File: config.mk
export PLATFORM = sky130hd
export DESIGN_NAME = branch_comp_seq
export DESIGN_NICKNAME = d
export VERILOG_FILES = /design/src/rtl/branch_comp_seq.sv
export SDC_FILE = /design/constraint.sdc
export NUM_CORES = 1
export LEC_CHECK = 0
export ABC_AREA = 1
export BUFFER_PORTS_ARGS = -buffer_cell sky130_fd_sc_hd__buf_4
export CAP_MARGIN = 20
export CORE_ASPECT_RATIO = 0.75
export CORE_MARGIN = 2
export CORE_UTILIZATION = 44
export DETAILED_ROUTE_END_ITERATION = 10
export GPL_ROUTABILITY_DRIVEN = 0
export PLACE_DENSITY = 0.72
export SLEW_MARGIN = 20
export SYNTH_ARGS = -nofsm -noshare
export SYNTH_HDL_FRONTEND = slang
export SYNTH_SLANG_ARGS = --single-unit
File: constraint.sdc
create_clock -name clk -period 4.27 [get_ports clk]
set_input_delay 0.854 -clock clk [delete_from_list [all_inputs] [get_ports clk]]
set_output_delay 0.854 -clock clk [all_outputs]
set_load 0.02 [all_outputs]
File: src/rtl/branch_comp_seq.sv
// branch_comp_seq: multi-cycle RISC-V branch comparator.
// Compares two N-bit operands CHUNK bits at a time, most significant chunk
// first, and reports BrEq, BrLt, illegal and the branch-taken decision for
// funct3. Valid/ready handshakes sit on both the input and output sides.
// A synchronous flush abandons any operation in progress.
// Optional feature macro: BRANCH_COMP_EARLY_EXIT_EN. When it is defined, the
// block finishes as soon as the first differing chunk settles the result.
module branch_comp_seq #(
  parameter int N     = 32,
  parameter int CHUNK = 8
) (
  input  logic         clk,
  input  logic         rst_n,
  input  logic         flush,
  input  logic         in_valid,
  output logic         in_ready,
  input  logic [N-1:0] br_data0,
  input  logic [N-1:0] br_data1,
  input  logic [2:0]   funct3,
  output logic         out_valid,
  input  logic         out_ready,
  output logic         BrEq,
  output logic         BrLt,
  output logic         taken,
  output logic         illegal
);

  localparam int K  = N / CHUNK;
  localparam int CW = (K > 1) ? $clog2(K) : 1;

  typedef enum logic [1:0] {IDLE, BUSY, DONE} state_t;

  state_t          state;
  state_t          state_nxt;
  logic [N-1:0]    op0_q;
  logic [N-1:0]    op1_q;
  logic [2:0]      f3_q;
  logic [CW-1:0]   cnt;
  logic            decided;
  logic            lt_rec;

  logic [N-1:0]    msb_mask;
  logic [CHUNK-1:0] top0;
  logic [CHUNK-1:0] top1;
  logic            chunk_diff;
  logic            chunk_lt;
  logic            last_chunk;
  logic            finish;
  logic            eq_final;
  logic            lt_final;

  // Branch decision from the comparison flags; reserved encodings never take.
  function automatic logic taken_of(input logic [2:0] f, input logic eq, input logic lt);
    case (f)
      3'b000:         taken_of = eq;
      3'b001:         taken_of = !eq;
      3'b100, 3'b110: taken_of = lt;
      3'b101, 3'b111: taken_of = !lt;
      default:        taken_of = 1'b0;
    endcase
  endfunction

  // Flipping the sign bit maps two's-complement order onto unsigned order,
  // so every chunk can use a plain unsigned comparison.
  assign msb_mask = funct3[1] ? '0 : {1'b1, {(N-1){1'b0}}};

  // The operand registers shift left each cycle, so the chunk under test is
  // always the top CHUNK bits.
  assign top0       = op0_q[N-1 -: CHUNK];
  assign top1       = op1_q[N-1 -: CHUNK];
  assign chunk_diff = (top0 != top1);
  assign chunk_lt   = (top0 < top1);
  assign last_chunk = (cnt == CW'(K - 1));

  // The first differing chunk decides the result; later chunks cannot change it.
  assign eq_final = !(decided || chunk_diff);
  assign lt_final = decided ? lt_rec : (chunk_diff && chunk_lt);

`ifdef BRANCH_COMP_EARLY_EXIT_EN
  assign finish = last_chunk || (!decided && chunk_diff);
`else
  assign finish = last_chunk;
`endif

  // State register.
  always_ff @(posedge clk or negedge rst_n) begin
    if (!rst_n) begin
      state <= IDLE;
    end else begin
      state <= state_nxt;
    end
  end

  // Next-state logic; flush overrides every other transition.
  always_comb begin
    state_nxt = state;
    if (flush) begin
      state_nxt = IDLE;
    end else begin
      case (state)
        IDLE:    if (in_valid)  state_nxt = BUSY;
        BUSY:    if (finish)    state_nxt = DONE;
        DONE:    if (out_ready) state_nxt = IDLE;
        default: state_nxt = IDLE;
      endcase
    end
  end

  // Handshake outputs decoded from the state.
  always_comb begin
    in_ready  = (state == IDLE);
    out_valid = (state == DONE);
  end

  // Operand capture, chunk walk and result registration.
  always_ff @(posedge clk or negedge rst_n) begin
    if (!rst_n) begin
      op0_q   <= '0;
      op1_q   <= '0;
      f3_q    <= '0;
      cnt     <= '0;
      decided <= 1'b0;
      lt_rec  <= 1'b0;
      BrEq    <= 1'b0;
      BrLt    <= 1'b0;
      taken   <= 1'b0;
      illegal <= 1'b0;
    end else if (flush) begin
      cnt     <= '0;
      decided <= 1'b0;
      lt_rec  <= 1'b0;
    end else begin
      case (state)
        IDLE: begin
          if (in_valid) begin
            op0_q   <= br_data0 ^ msb_mask;
            op1_q   <= br_data1 ^ msb_mask;
            f3_q    <= funct3;
            cnt     <= '0;
            decided <= 1'b0;
            lt_rec  <= 1'b0;
          end
        end
        BUSY: begin
          op0_q <= op0_q << CHUNK;
          op1_q <= op1_q << CHUNK;
          cnt   <= cnt + CW'(1);
          if (!decided && chunk_diff) begin
            decided <= 1'b1;
            lt_rec  <= chunk_lt;
          end
          if (finish) begin
            BrEq    <= eq_final;
            BrLt    <= lt_final;
            illegal <= (f3_q[2:1] == 2'b01);
            taken   <= taken_of(f3_q, eq_final, lt_final);
          end
        end
        default: ;
      endcase
    end
  end

endmodule

### Word level (Yosys, flattened, before mapping)

Index checks and enable logic that the tools add are counted.

| word-level totals | value |
|---|---|
| flip-flop bits (word level) | 77 |
| input port bits | 72 |
| logic and storage cells | 71 |
| output and inout port bits | 6 |

| cells by class | value |
|---|---|
| muxes and demuxes | 22 |
| order comparisons | 1 |
| add/subtract/negate cells | 1 |
| bitwise logic cells | 3 |
| eq/ne operators | 15 |
| reductions and logical operators | 18 |

Operators with widths:

| cell | number |
|---|---|
| $pmux 32 s2 | 2 |
| $mux 32 | 3 |
| $xor 32x32->32 | 2 |
| $reduce_and 3->1 | 5 |
| $eq 3x3->1 const B | 4 |
| $mux 2 | 6 |
| $ne 3x3->1 const B | 3 |
| $lt 8x8->1 | 1 |
| $ne 8x8->1 | 1 |
| $mux 1 | 6 |
| $pmux 2 s3 | 1 |
| $eq 2x1->1 const B | 2 |
| $eq 2x2->1 const B | 2 |
| $pmux 1 s2 | 2 |
| $pmux 1 s4 | 1 |
| $pmux 2 s2 | 1 |
| $reduce_or 2->1 | 2 |
| $eq 3x1->1 const B | 1 |
| $logic_not 1->1 | 3 |
| $logic_not 3->1 | 1 |
| $ne 3x2->1 const B | 1 |
| $reduce_bool 3->1 | 1 |
| $add 2x1->2 const B | 1 |
| $logic_and 1x1->1 | 2 |
| other kinds (6) | 6 |

### Longest topological paths before layout

Gate-level depths: netlist (run 1).

| logic depth | value |
|---|---|
| depth in word-level cells | 5 |
| mapped depth | 14 |
| gate-level depth less buffers | 14 |

### Worst setup path after synthesis (run 1)

No wires, ideal clock.

| path | value |
|---|---|
| kind | input to register |
| start | in in_valid |
| end | reg op0_q[30] |
| buffers on the path | 2 |
| slack | 2.590 ns |
| required time | 4.151 ns |
| cell stages on the path | 8 |
| setup time | 0.119 ns |
| data arrival time | 1.562 ns |
| cells stage by stage | inv_1 -> o21ai_2 -> inv_2 -> nor2_4 -> buf_6 -> buf_4 -> nand2_1 -> o21a_1 |

| on the way | value |
|---|---|
| longest elaborated chain between the ends | 2 |

Ends and longest elaborated chain:

| what | line | source |
|---|---|---|
| start: declaration | 15 | `input logic in_valid,` |
| $ne 2x2->1 (no line) | - |  |
| $reduce_and 3->1 (no line) | - |  |
| end signal: assignment | 136 | `op0_q <= br_data0 ^ msb_mask;` |
| end signal: assignment | 145 | `op0_q <= op0_q << CHUNK;` |
| end: declaration | 35 | `logic [N-1:0] op0_q;` |

No other way between the ends.
A chain may end at the register's enable or synchronous reset.

### Final worst setup path (run 1)

| path | value |
|---|---|
| start | reg state[1] |
| end | reg op0_q[27] |

| on the way | value |
|---|---|
| longest elaborated chain between the ends | 3 |
| elaborated cells between the ends (all ways) | 6 |
| those cells by class | eq/ne: 2; mux: 1; reduce/logical: 3 |

Ends and longest elaborated chain:

| what | line | source |
|---|---|---|
| start: declaration | 33 | `state_t state;` |
| start signal: assignment | 90 | `state <= state_nxt;` |
| $eq 2x1->1 / $logic_not 2->1 (equally long branches) | 133 | `case (state)` |
| $reduce_bool 2->1 (no line) / $ne 2x2->1 (equally long branches) | - |  |
| $reduce_and 3->1 (no line) | - |  |

Several ways; a longest one is shown, not always the timed one.

==> results.json, run 1 <==
{
  "routed-wl-met3_um": 402,
  "fmax_ghz": 0.388,
  "crit_path_max_fanout": 72,
  "grt_first_pass_wirelength_um": 14200,
  "cts_buffer_depth": 2,
  "fp.dieW_um": 111,
  "slew_headroom": 0.345,
  "drt_via_density": 4.99,
  "firstDrtPassIters": 4,
  "remaining_drc_errors": 0,
  "clockRootBuffer": "clkbuf_16",
  "critical_path_cell_count": 8,
  "main_combinational_cell_family_by_area_after_synthesis": "compound AO/OA/AOI/OAI gates",
  "gr-usage-all-layers": 0.187,
  "wl_met1_um": 4090,
  "result_of_the_run": "finished clean",
  "coreArea_sq_um": 8420,
  "antenna_found_initial": 0,
  "syn_avg_cell_area_sq_um": 8.64,
  "route.detailed.wl_per_inst_um": 13.3,
  "place_hpwl_um": 5400,
  "mostFrequentLayoutCell": "nand2_1",
  "core.rowCount": 29,
  "max-cap-violations": 0,
  "route.top_layer_used": "met4",
  "synth_xor_area_frac": 0.00463,
  "rsz0062_at_grt": "false",
  "layout.filler_cells": 781,
  "pin_count": 78,
  "crit_end": "op0_q[27]$_DFFE_PN0P_",
  "number_of_global_route_vias_before_repair": 2990,
  "drt_wl_total_um": 8170,
  "crit_path_start_kind": "flop",
  "ys_types": 25,
  "synth_warnings": 0,
  "dpl.cell_count": 600,
  "layout-drive-gt1-share": 0.203,
  "htree_levels": 3,
  "postCtsSetupBuffers": 0,
  "finish.cell_count_without_fillers": 616,
  "fin_nets": 584,
  "cts.sink_count": 77,
  "r2r-start": "state[1]$_DFFE_PN0P_",
  "static-leakage-power_uw": 0.00225,
  "synth_compound_area_frac": 0.202,
  "final-hold-violation-count": 0,
  "irDropWorstVdd_v": 0.000203,
  "post_synth_instance_area_sq_um": 3780,
  "met2_wirelength_um": 3620,
  "worstSetupPathType": "flop to flop",
  "detailedRoute.firstIterationViolations": 136,
  "required_ns": 4.49,
  "tritoncts": "built",
  "antenna_violating_nets_post_route": 0,
  "worstHoldPathCells": 2,
  "initial_core_util": 0.449,
  "finClkSkew_ns": 0.00809,
  "timing.critical_path.max_delay_family": "buffers and inverters",
  "path_buf_inv": 4,
  "crit_path_start": "state[1]$_DFFE_PN0P_",
  "postCtsHoldBufs": 0,
  "most-common-layout-cells": "nand2_1 (91), buf_4 (79), dfrtp_1 (77)",
  "total_die_area_sq_um": 9360,
  "slew_viol_final": 0,
  "tritoncts.num_buffers": 9,
  "seq_area_frac_synth": 0.509,
  "syn_inst": 438,
  "category_of_the_worst_setup_path_capture_point": "flop",
  "worst_r2r_endpoint": "op0_q[27]$_DFFE_PN0P_",
  "synth-simple-area-share": 0.137,
  "grt_overflow": 0,
  "yosys_register_bits": 77,
  "critical_path.cell_chain": "inv_1 -> nand2_1 -> buf_4 -> clkinv_2 -> buf_4 -> o21ai_0 -> nand2_1 -> o21a_1",
  "critical_path_arrival_ns": 2.80,
  "via_count": 3072,
  "post_synth_fa_ha_maj_area_fraction": 0.0298,
  "growth_of_design_area_from_synthesis_to_finish_pct": 23.9,
  "power_density_nw_per_um2": 489,
  "muxShareOfSynthArea": 0.00595,
  "clock_latency_ns": 0.33,
  "grt_start_max_net_pins": 129,
  "antenna_diode_instance_count": 0,
  "fp.dieH_um": 84.3,
  "clk_pin_slew_ns": 0.06,
  "cts_resized": 0,
  "worst_path_max_delay_cell": "clkinv_2",
  "min_period_over_period": 0.604,
  "delay_of_the_slowest_cell_on_the_worst_path_ns": 0.73,
  "hold_crit_path_type": "flop to flop",
  "rrSetupSlack_ns": 1.69,
  "synth_fp_nets": 519,
  "portBuffers": 77,
  "fin_tns_setup_ns": 0,
  "timing.reg2reg.worst_path_depth": 8,
  "max_slew.worst_pin.slew_ns": 0.983,
  "period_minus_slack_ns": 2.58,
  "total_of_endpoints_with_negative_setup_slack_in_the_final_report": 0
}
-- worst reg2reg max path: stages (launching register included) --
cell	delay (ns)
dfrtp_1	0.39
inv_1	0.07
nand2_1	0.05
buf_4	0.31
clkinv_2	0.74
buf_4	0.51
o21ai_0	0.19
nand2_1	0.08
o21a_1	0.14
-- cells in the mapped netlist --
cell type	n	share of area
nor2_1	9	0.0089
o21ai_0	57	0.075
o21a_1	10	0.020
buf_4	8	0.016
nor3_1	1	0.0013
ha_1	9	0.030
clkbuf_1	3	0.0030
mux2_2	2	0.0060
inv_2	2	0.0020
nand3_1	19	0.025
a31oi_1	1	0.0017
o22ai_1	1	0.0017
inv_1	70	0.069
xor2_1	2	0.0046
nand3b_1	1	0.0020
buf_6	1	0.0030
o211ai_1	39	0.077
nand2_1	91	0.090
o21ai_2	1	0.0023
a21oi_1	4	0.0053
buf_2	14	0.019
dfrtp_1	77	0.51
a22o_1	1	0.0023
nor2_4	3	0.0089
o21ai_1	12	0.016
-- registers in the layout (all words and copies together) (netlist names), 2 cells and up --
| name | cells |
|---|---|
| cnt | 2 |
| op1_q | 32 |
| state | 2 |
| op0_q | 32 |
| f3_q | 3 |
-- logic make-up (layout without fill, tap and decap cells) --
logic type	count (synthesis)	count (layout)
buffers and inverters	98	168
AOI/OAI and AO/OA	126	126
xor gates and xnor gates	2	2
and+or+nand+nor	124	124
DFF	77	77
muxes	2	2
adders and majority gates	9	9
-- cell type report --
type / instances / area [sq um] / area share
Tap cell: 108 / 135 / 0.0288
Clock buffer: 11 / 233 / 0.0497
Multi-Input combinational cell: 263 / 1430 / 0.306
Inverter: 72 / 272 / 0.0579
Sequential cell: 77 / 1930 / 0.411
Timing Repair Buffer: 80 / 604 / 0.129
Clock inverter: 5 / 83.8 / 0.0179
-- layer usage --
metal,GRT usage,up-vias
li1,-,1565
met1,0.267,1436
met4,0.0471,0
met2,0.291,65
met3,0.0462,6
met5,0,-
-- how the worst min path moves through the flow --
stage	from	to	slack (ns)
6_report	taken$_DFFE_PN0P_	taken$_DFFE_PN0P_	0.49
5_1_grt	taken$_DFFE_PN0P_	taken$_DFFE_PN0P_	0.51
4_1_cts	taken$_DFFE_PN0P_	taken$_DFFE_PN0P_	0.49
3_5_place_dp	taken$_DFFE_PN0P_	taken$_DFFE_PN0P_	0.47
3_3_place_gp	op1_q[23]$_DFFE_PN0P_	op1_q[23]$_DFFE_PN0P_	0.47
2_1_floorplan	op0_q[23]$_DFFE_PN0P_	op0_q[23]$_DFFE_PN0P_	0.46
-- metrics by stage --
stage	setup WS, ns	total power, uW	util	hold WS [ns]	cell area [sq um]
after detailed placement	1.68	1500	0.519	0.475	4370
final	1.69	2290	0.557	0.486	4690
after CTS	1.77	2320	0.556	0.492	4680
after global routing	1.39	2450	0.557	0.509	4690
after floorplan	2.59	1340	-	0.464	3780
after global placement	1.72	1470	0.519	0.474	4370
-- report_power, final --
part	leakage, uW	total, uW	internal, uW	switching (uW)
Clock	0.000146	809	514	295
Sequential	0.000949	957	895	62.4
Combinational	0.00116	525	212	313
Note: power is estimated with default switching activity, not from simulation.
==> run 2: changes to the inputs <==
==> constraint.sdc (replaced) <==
create_clock -name clk -period 2.7 [get_ports clk]
set_input_delay 0.54 -clock clk [delete_from_list [all_inputs] [get_ports clk]]
set_output_delay 0.54 -clock clk [all_outputs]
set_load 0.02 [all_outputs]
==> run 2 against run 1 <==
Net effect:
- sequential cell count unchanged
- clock-buffer cell count fell by 1
- register-to-register slack lost 0.83 ns
- cell count rose by 0.81%
- wire length grew 2.0%
- utilization increased by 0.82 points
- worst setup slack lost 0.83 ns
- die area did not move
- sequential share of layout area shrank 0.59 points
- maximum frequency grew 40%
- critical path depth up 1
- global-route usage shrank 0.11 points
- largest cell class unchanged
==> results.json, run 2 (synthesis gave the netlist of run 1 again) <==
{
  "via_count": 3083,
  "final-hold-violation-count": 0,
  "fin_nets": 591,
  "firstDrtPassIters": 4,
  "coreArea_sq_um": 8420,
  "gr-usage-all-layers": 0.186,
  "crit_path_max_fanout": 54,
  "category_of_the_worst_setup_path_capture_point": "flop",
  "detailedRoute.firstIterationViolations": 158,
  "grt_first_pass_wirelength_um": 13900,
  "pin_count": 78,
  "number_of_global_route_vias_before_repair": 2953,
  "htree_levels": 3,
  "slew_headroom": 0.620,
  "required_ns": 2.92,
  "period_minus_slack_ns": 1.84,
  "mostFrequentLayoutCell": "nand2_1",
  "hold_crit_path_type": "input port to asynchronous set/reset pin",
  "tritoncts": "built",
  "cts_resized": 0,
  "clock_latency_ns": 0.33,
  "core.rowCount": 29,
  "power_density_nw_per_um2": 747,
  "antenna_diode_instance_count": 0,
  "slew_viol_final": 0,
  "max_slew.worst_pin.slew_ns": 0.569,
  "remaining_drc_errors": 0,
  "growth_of_design_area_from_synthesis_to_finish_pct": 25.7,
  "finClkSkew_ns": 0.00540,
  "drt_via_density": 4.96,
  "grt_start_max_net_pins": 55,
  "postCtsSetupBuffers": 0,
  "finish.cell_count_without_fillers": 621,
  "place_hpwl_um": 5860,
  "clk_pin_slew_ns": 0.06,
  "fp.dieH_um": 84.3,
  "fin_tns_setup_ns": 0,
  "portBuffers": 77,
  "min_period_over_period": 0.682,
  "initial_core_util": 0.449,
  "drt_wl_total_um": 8330,
  "timing.reg2reg.worst_path_depth": 9,
  "fmax_ghz": 0.543,
  "critical_path_arrival_ns": 2.06,
  "total_of_endpoints_with_negative_setup_slack_in_the_final_report": 0,
  "layout-drive-gt1-share": 0.214,
  "antenna_found_initial": 0,
  "most-common-layout-cells": "nand2_1 (91), buf_4 (83), dfrtp_1 (77)",
  "static-leakage-power_uw": 0.00230,
  "grt_overflow": 0,
  "dpl.cell_count": 607,
  "clockRootBuffer": "clkbuf_16",
  "postCtsHoldBufs": 0,
  "irDropWorstVdd_v": 0.000427,
  "worstSetupPathType": "flop to flop",
  "fp.dieW_um": 111,
  "largestRegisters": "op0_q: 32 flops, op1_q: 32 flops, f3_q: 3 flops",
  "cts_buffer_depth": 2,
  "route.detailed.wl_per_inst_um": 13.4,
  "total_die_area_sq_um": 9360,
  "max-cap-violations": 0,
  "antenna_violating_nets_post_route": 0,
  "result_of_the_run": "finished clean",
  "rsz0062_at_grt": "false",
  "tritoncts.num_buffers": 9,
  "cts.sink_count": 77,
  "crit_path_start_kind": "flop"
}
==> run 2: changes by cell type in the layout (fill, tap and decap cells not counted), sizes merged <==
cell	change
buf	+7
clkinvlp	-2
bufinv	-1
clkbuf	-1
clkinv	+1
inv	+1
==> run 2: cell type report <==
class | instances | area, sq um
fillers | 777 | 3660
flip-flops and latches | 77 | 1930
multi-input cells | 263 | 1430
repair buffers | 87 | 703
inverters | 72 | 270
clock buffers | 10 | 239
well taps | 108 | 135
clock inverters | 4 | 48.8
==> run 2: per-stage QoR <==
stage,power (uW),instance area [sq um],setup WS (ns),utilization,hold WS [ns]
final,3550,4760,0.858,0.565,0.195
after global routing,3800,4760,0.692,0.565,0.233
after CTS,3580,4760,0.852,0.565,0.211
after detailed placement,2400,4470,0.790,0.531,0.474
after global placement,2360,4470,0.844,0.531,0.475
after floorplan,2110,3780,1.25,-,0.244
==> run 2: power by group <==
part / switching [uW] / leakage (uW) / total, uW / internal (uW)
clock network: 442 / 0.000145 / 1170 / 730
registers: 96.1 / 0.000949 / 1510 / 1410
logic: 510 / 0.00121 / 870 / 360
total: 1050 / 0.00230 / 3550 / 2500
==> run 2: worst max-delay path: stages, from the launching register on <==
cell and delay (ns):
dfrtp_1 0.40, inv_1 0.08, nand2_1 0.07, buf_4 0.23, inv_2 0.08, buf_4 0.44
nand2_1 0.10, o21ai_0 0.11, nand2_1 0.08, o21a_1 0.12
==> run 2: layer usage <==
metal / share of wire / track usage / vias to the layer above / wire, um
li1: - / - / 1577 / -
met1: 0.50 / 0.267 / 1433 / 4150
met2: 0.45 / 0.282 / 64 / 3770
met3: 0.041 / 0.0585 / 9 / 338
met4: 0.0078 / 0.0404 / 0 / 65
met5: 0 / 0 / - / 0
==> run 2: path summary, 6_finish.rpt <==
| kind | slack (ns) | startpoint | endpoint |
|---|---|---|---|
| worst max register to register | 0.86 | state[1]$_DFFE_PN0P_ | op1_q[24]$_DFFE_PN0P_ |
| worst min-delay path | 0.20 | rst_n | op0_q[16]$_DFFE_PN0P_ |
| worst min register to register | 0.48 | taken$_DFFE_PN0P_ | taken$_DFFE_PN0P_ |
| worst max-delay path | 0.86 | state[1]$_DFFE_PN0P_ | op1_q[24]$_DFFE_PN0P_ |
| max in group asynchronous | 1.86 | rst_n | op0_q[15]$_DFFE_PN0P_ |
| min in group clk | 0.39 | out_ready | state[1]$_DFFE_PN0P_ |
==> run 3: changes to the inputs <==
==> constraint.sdc (replaced) <==
create_clock -name clk -period 1.8 [get_ports clk]
set_input_delay 0.36 -clock clk [delete_from_list [all_inputs] [get_ports clk]]
set_output_delay 0.36 -clock clk [all_outputs]
set_load 0.02 [all_outputs]
==> run 3 against run 2 <==
Net effect:
- critical path depth increased by 3
- global-route usage increased by 0.45 points
- clock-buffer cell count unchanged
- sequential cell count unchanged
- die area unchanged
- cell count increased by 0.32%
- register-to-register slack got worse by 0.66 ns
- worst hold slack improved by 0.015 ns
- total power increased by 58%
- largest cell class unchanged
==> results.json, run 3 (synthesis gave the netlist of run 1 again) <==
{
  "slew_headroom": 0.765,
  "grt_overflow": 0,
  "worst_path_max_delay_cell": "dfrtp_1",
  "fin_nets": 591,
  "power.combinational.fraction": 0.231,
  "category_of_the_worst_setup_path_capture_point": "flop",
  "net-switching-power_uw": 1610,
  "final-hold-violation-count": 0,
  "grt_first_pass_wirelength_um": 14500,
  "slew_viol_final": 0,
  "fin_tns_setup_ns": 0,
  "pin_count": 78,
  "fp.dieH_um": 84.3,
  "largestRegisters": "op0_q: 32 flops, op1_q: 32 flops, f3_q: 3 flops",
  "cp_common_cell": "nand2_1",
  "number_of_global_route_vias_before_repair": 3113,
  "total_of_endpoints_with_negative_setup_slack_in_the_final_report": 0,
  "detailedRoute.firstIterationViolations": 220,
  "path_buf_inv": 0,
  "r2r-start": "op0_q[27]$_DFFE_PN0P_",
  "worst_r2r_endpoint": "taken$_DFFE_PN0P_",
  "htree_levels": 3,
  "hold_crit_path_type": "input port to flop",
  "finClkSkew_ns": 0.00668,
  "worst_hold_path.endpoint": "state[1]$_DFFE_PN0P_",
  "layout-drive-gt1-share": 0.223,
  "growth_of_design_area_from_synthesis_to_finish_pct": 27.3,
  "rrSetupSlack_ns": 0.20,
  "cts_buffer_depth": 2,
  "core.rowCount": 29,
  "place_ws_ns": 0.180,
  "most-common-layout-cells": "nand2_1 (89), buf_4 (83), dfrtp_1 (77)",
  "route.detailed.wl_per_inst_um": 13.5,
  "sequentialPowerShare": 0.405,
  "remaining_drc_errors": 0,
  "clock_latency_ns": 0.33,
  "result_of_the_run": "finished clean",
  "firstDrtPassIters": 4,
  "mostFrequentLayoutCell": "nand2_1",
  "coreArea_sq_um": 8420,
  "delay_of_the_slowest_cell_on_the_worst_path_ns": 0.39,
  "timing.critical_path.max_delay_family": "simple AND/OR/NAND/NOR gates",
  "rsz0062_at_grt": "false",
  "fmax_ghz": 0.623,
  "clk_pin_slew_ns": 0.06,
  "power_frac_clock": 0.364,
  "place_hpwl_um": 5750,
  "clockRootBuffer": "clkbuf_16",
  "max-cap-violations": 0,
  "tritoncts": "built",
  "antenna_diode_instance_count": 0,
  "portBuffers": 77,
  "critical_path_arrival_ns": 1.83,
  "fp.dieW_um": 111,
  "p_sw_frac": 0.286,
  "critical_path.cell_chain": "ha_1 -> nand2_1 -> nor2_1 -> nand2_2 -> nand2_1 -> nor2_1 -> nand2_2 -> nand2_1 -> nand2_1 -> nand3_1 -> nand2_1 -> nand2_1",
  "required_ns": 2.02,
  "total_die_area_sq_um": 9360,
  "max_slew.worst_pin.slew_ns": 0.352,
  "cts.sink_count": 77,
  "crit_path_max_fanout": 4,
  "finish.cell_count_without_fillers": 623,
  "initial_core_util": 0.449,
  "antenna_violating_nets_post_route": 0,
  "dpl.cell_count": 606,
  "drt_via_density": 5.03,
  "intPower_uw": 4010,
  "crit_path_start_kind": "flop",
  "antenna_found_initial": 0,
  "worstSetupPathType": "flop to flop",
  "grt_start_max_net_pins": 61,
  "timing.reg2reg.worst_path_depth": 12,
  "min_period_over_period": 0.892,
  "critical_path_cell_count": 12,
  "via_count": 3134,
  "hold_start": "out_ready",
  "gr-usage-all-layers": 0.191,
  "drt_wl_total_um": 8390,
  "tritoncts.num_buffers": 9,
  "timing.final.ws_setup_ns": 0.195,
  "irDropWorstVdd_v": 0.000611,
  "worstHoldPathCells": 2,
  "period_minus_slack_ns": 1.61,
  "static-leakage-power_uw": 0.00231,
  "power_density_nw_per_um2": 1170
}
## run 3: layout make-up
type | instances | area (sq um)
clock buffers | 10 | 229
clock inverters | 6 | 111
fillers | 775 | 3600
inverters | 72 | 270
multi-input cells | 263 | 1450
flip-flops and latches | 77 | 1930
well taps | 108 | 135
repair buffers | 87 | 693
## run 3: power by group through the flow
| stage | logic, uW | clock network (uW) | registers (uW) |
|---|---|---|---|
| 4_1_cts | 1300 | 2070 | 2270 |
| 6_report | 1300 | 2050 | 2270 |
| 3_3_place_gp | 1240 | 0 | 2280 |
| 5_1_grt | 1520 | 2150 | 2310 |
| 3_5_place_dp | 1280 | 0 | 2300 |
| 2_1_floorplan | 909 | 0 | 2260 |
## run 3: metrics by stage
stage | power (uW) | utilization | hold WS, ns | cell area (sq um)
6_report | 5620 | 0.572 | 0.211 | 4810
5_1_grt | 5980 | 0.572 | 0.206 | 4810
4_1_cts | 5640 | 0.570 | 0.203 | 4800
3_5_place_dp | 3580 | 0.528 | 0.297 | 4450
3_3_place_gp | 3530 | 0.528 | 0.296 | 4450
2_1_floorplan | 3170 | - | 0.0644 | 3780
## run 3: metal layers
metal,routed length (um),up-vias,GRT usage
met4,69,0,0.0404
met1,4070,1477,0.269
li1,-,1583,-
met3,448,8,0.0621
met2,3800,66,0.292
met5,0,-,0
## run 3: worst max-delay path by stage
stage / slack (ns) / start / endpoint
after detailed placement: 0.18 / op0_q[31]$_DFFE_PN0P_ / taken$_DFFE_PN0P_
after global placement: 0.21 / op0_q[31]$_DFFE_PN0P_ / taken$_DFFE_PN0P_
final: 0.20 / op0_q[27]$_DFFE_PN0P_ / taken$_DFFE_PN0P_
after CTS: 0.16 / op0_q[31]$_DFFE_PN0P_ / taken$_DFFE_PN0P_
after global routing: 0.01 / op0_q[27]$_DFFE_PN0P_ / taken$_DFFE_PN0P_
after floorplan: 0.35 / op0_q[31]$_DFFE_PN0P_ / taken$_DFFE_PN0P_
## run 3: timing repair
item | CTS | global route
hold buffers | 1 | 0
buffers inserted | 0 | 0
endpoints found under the hold margin | 24 | 0
resized for setup | 0 | 6
setup endpoints to repair | 0 | 1
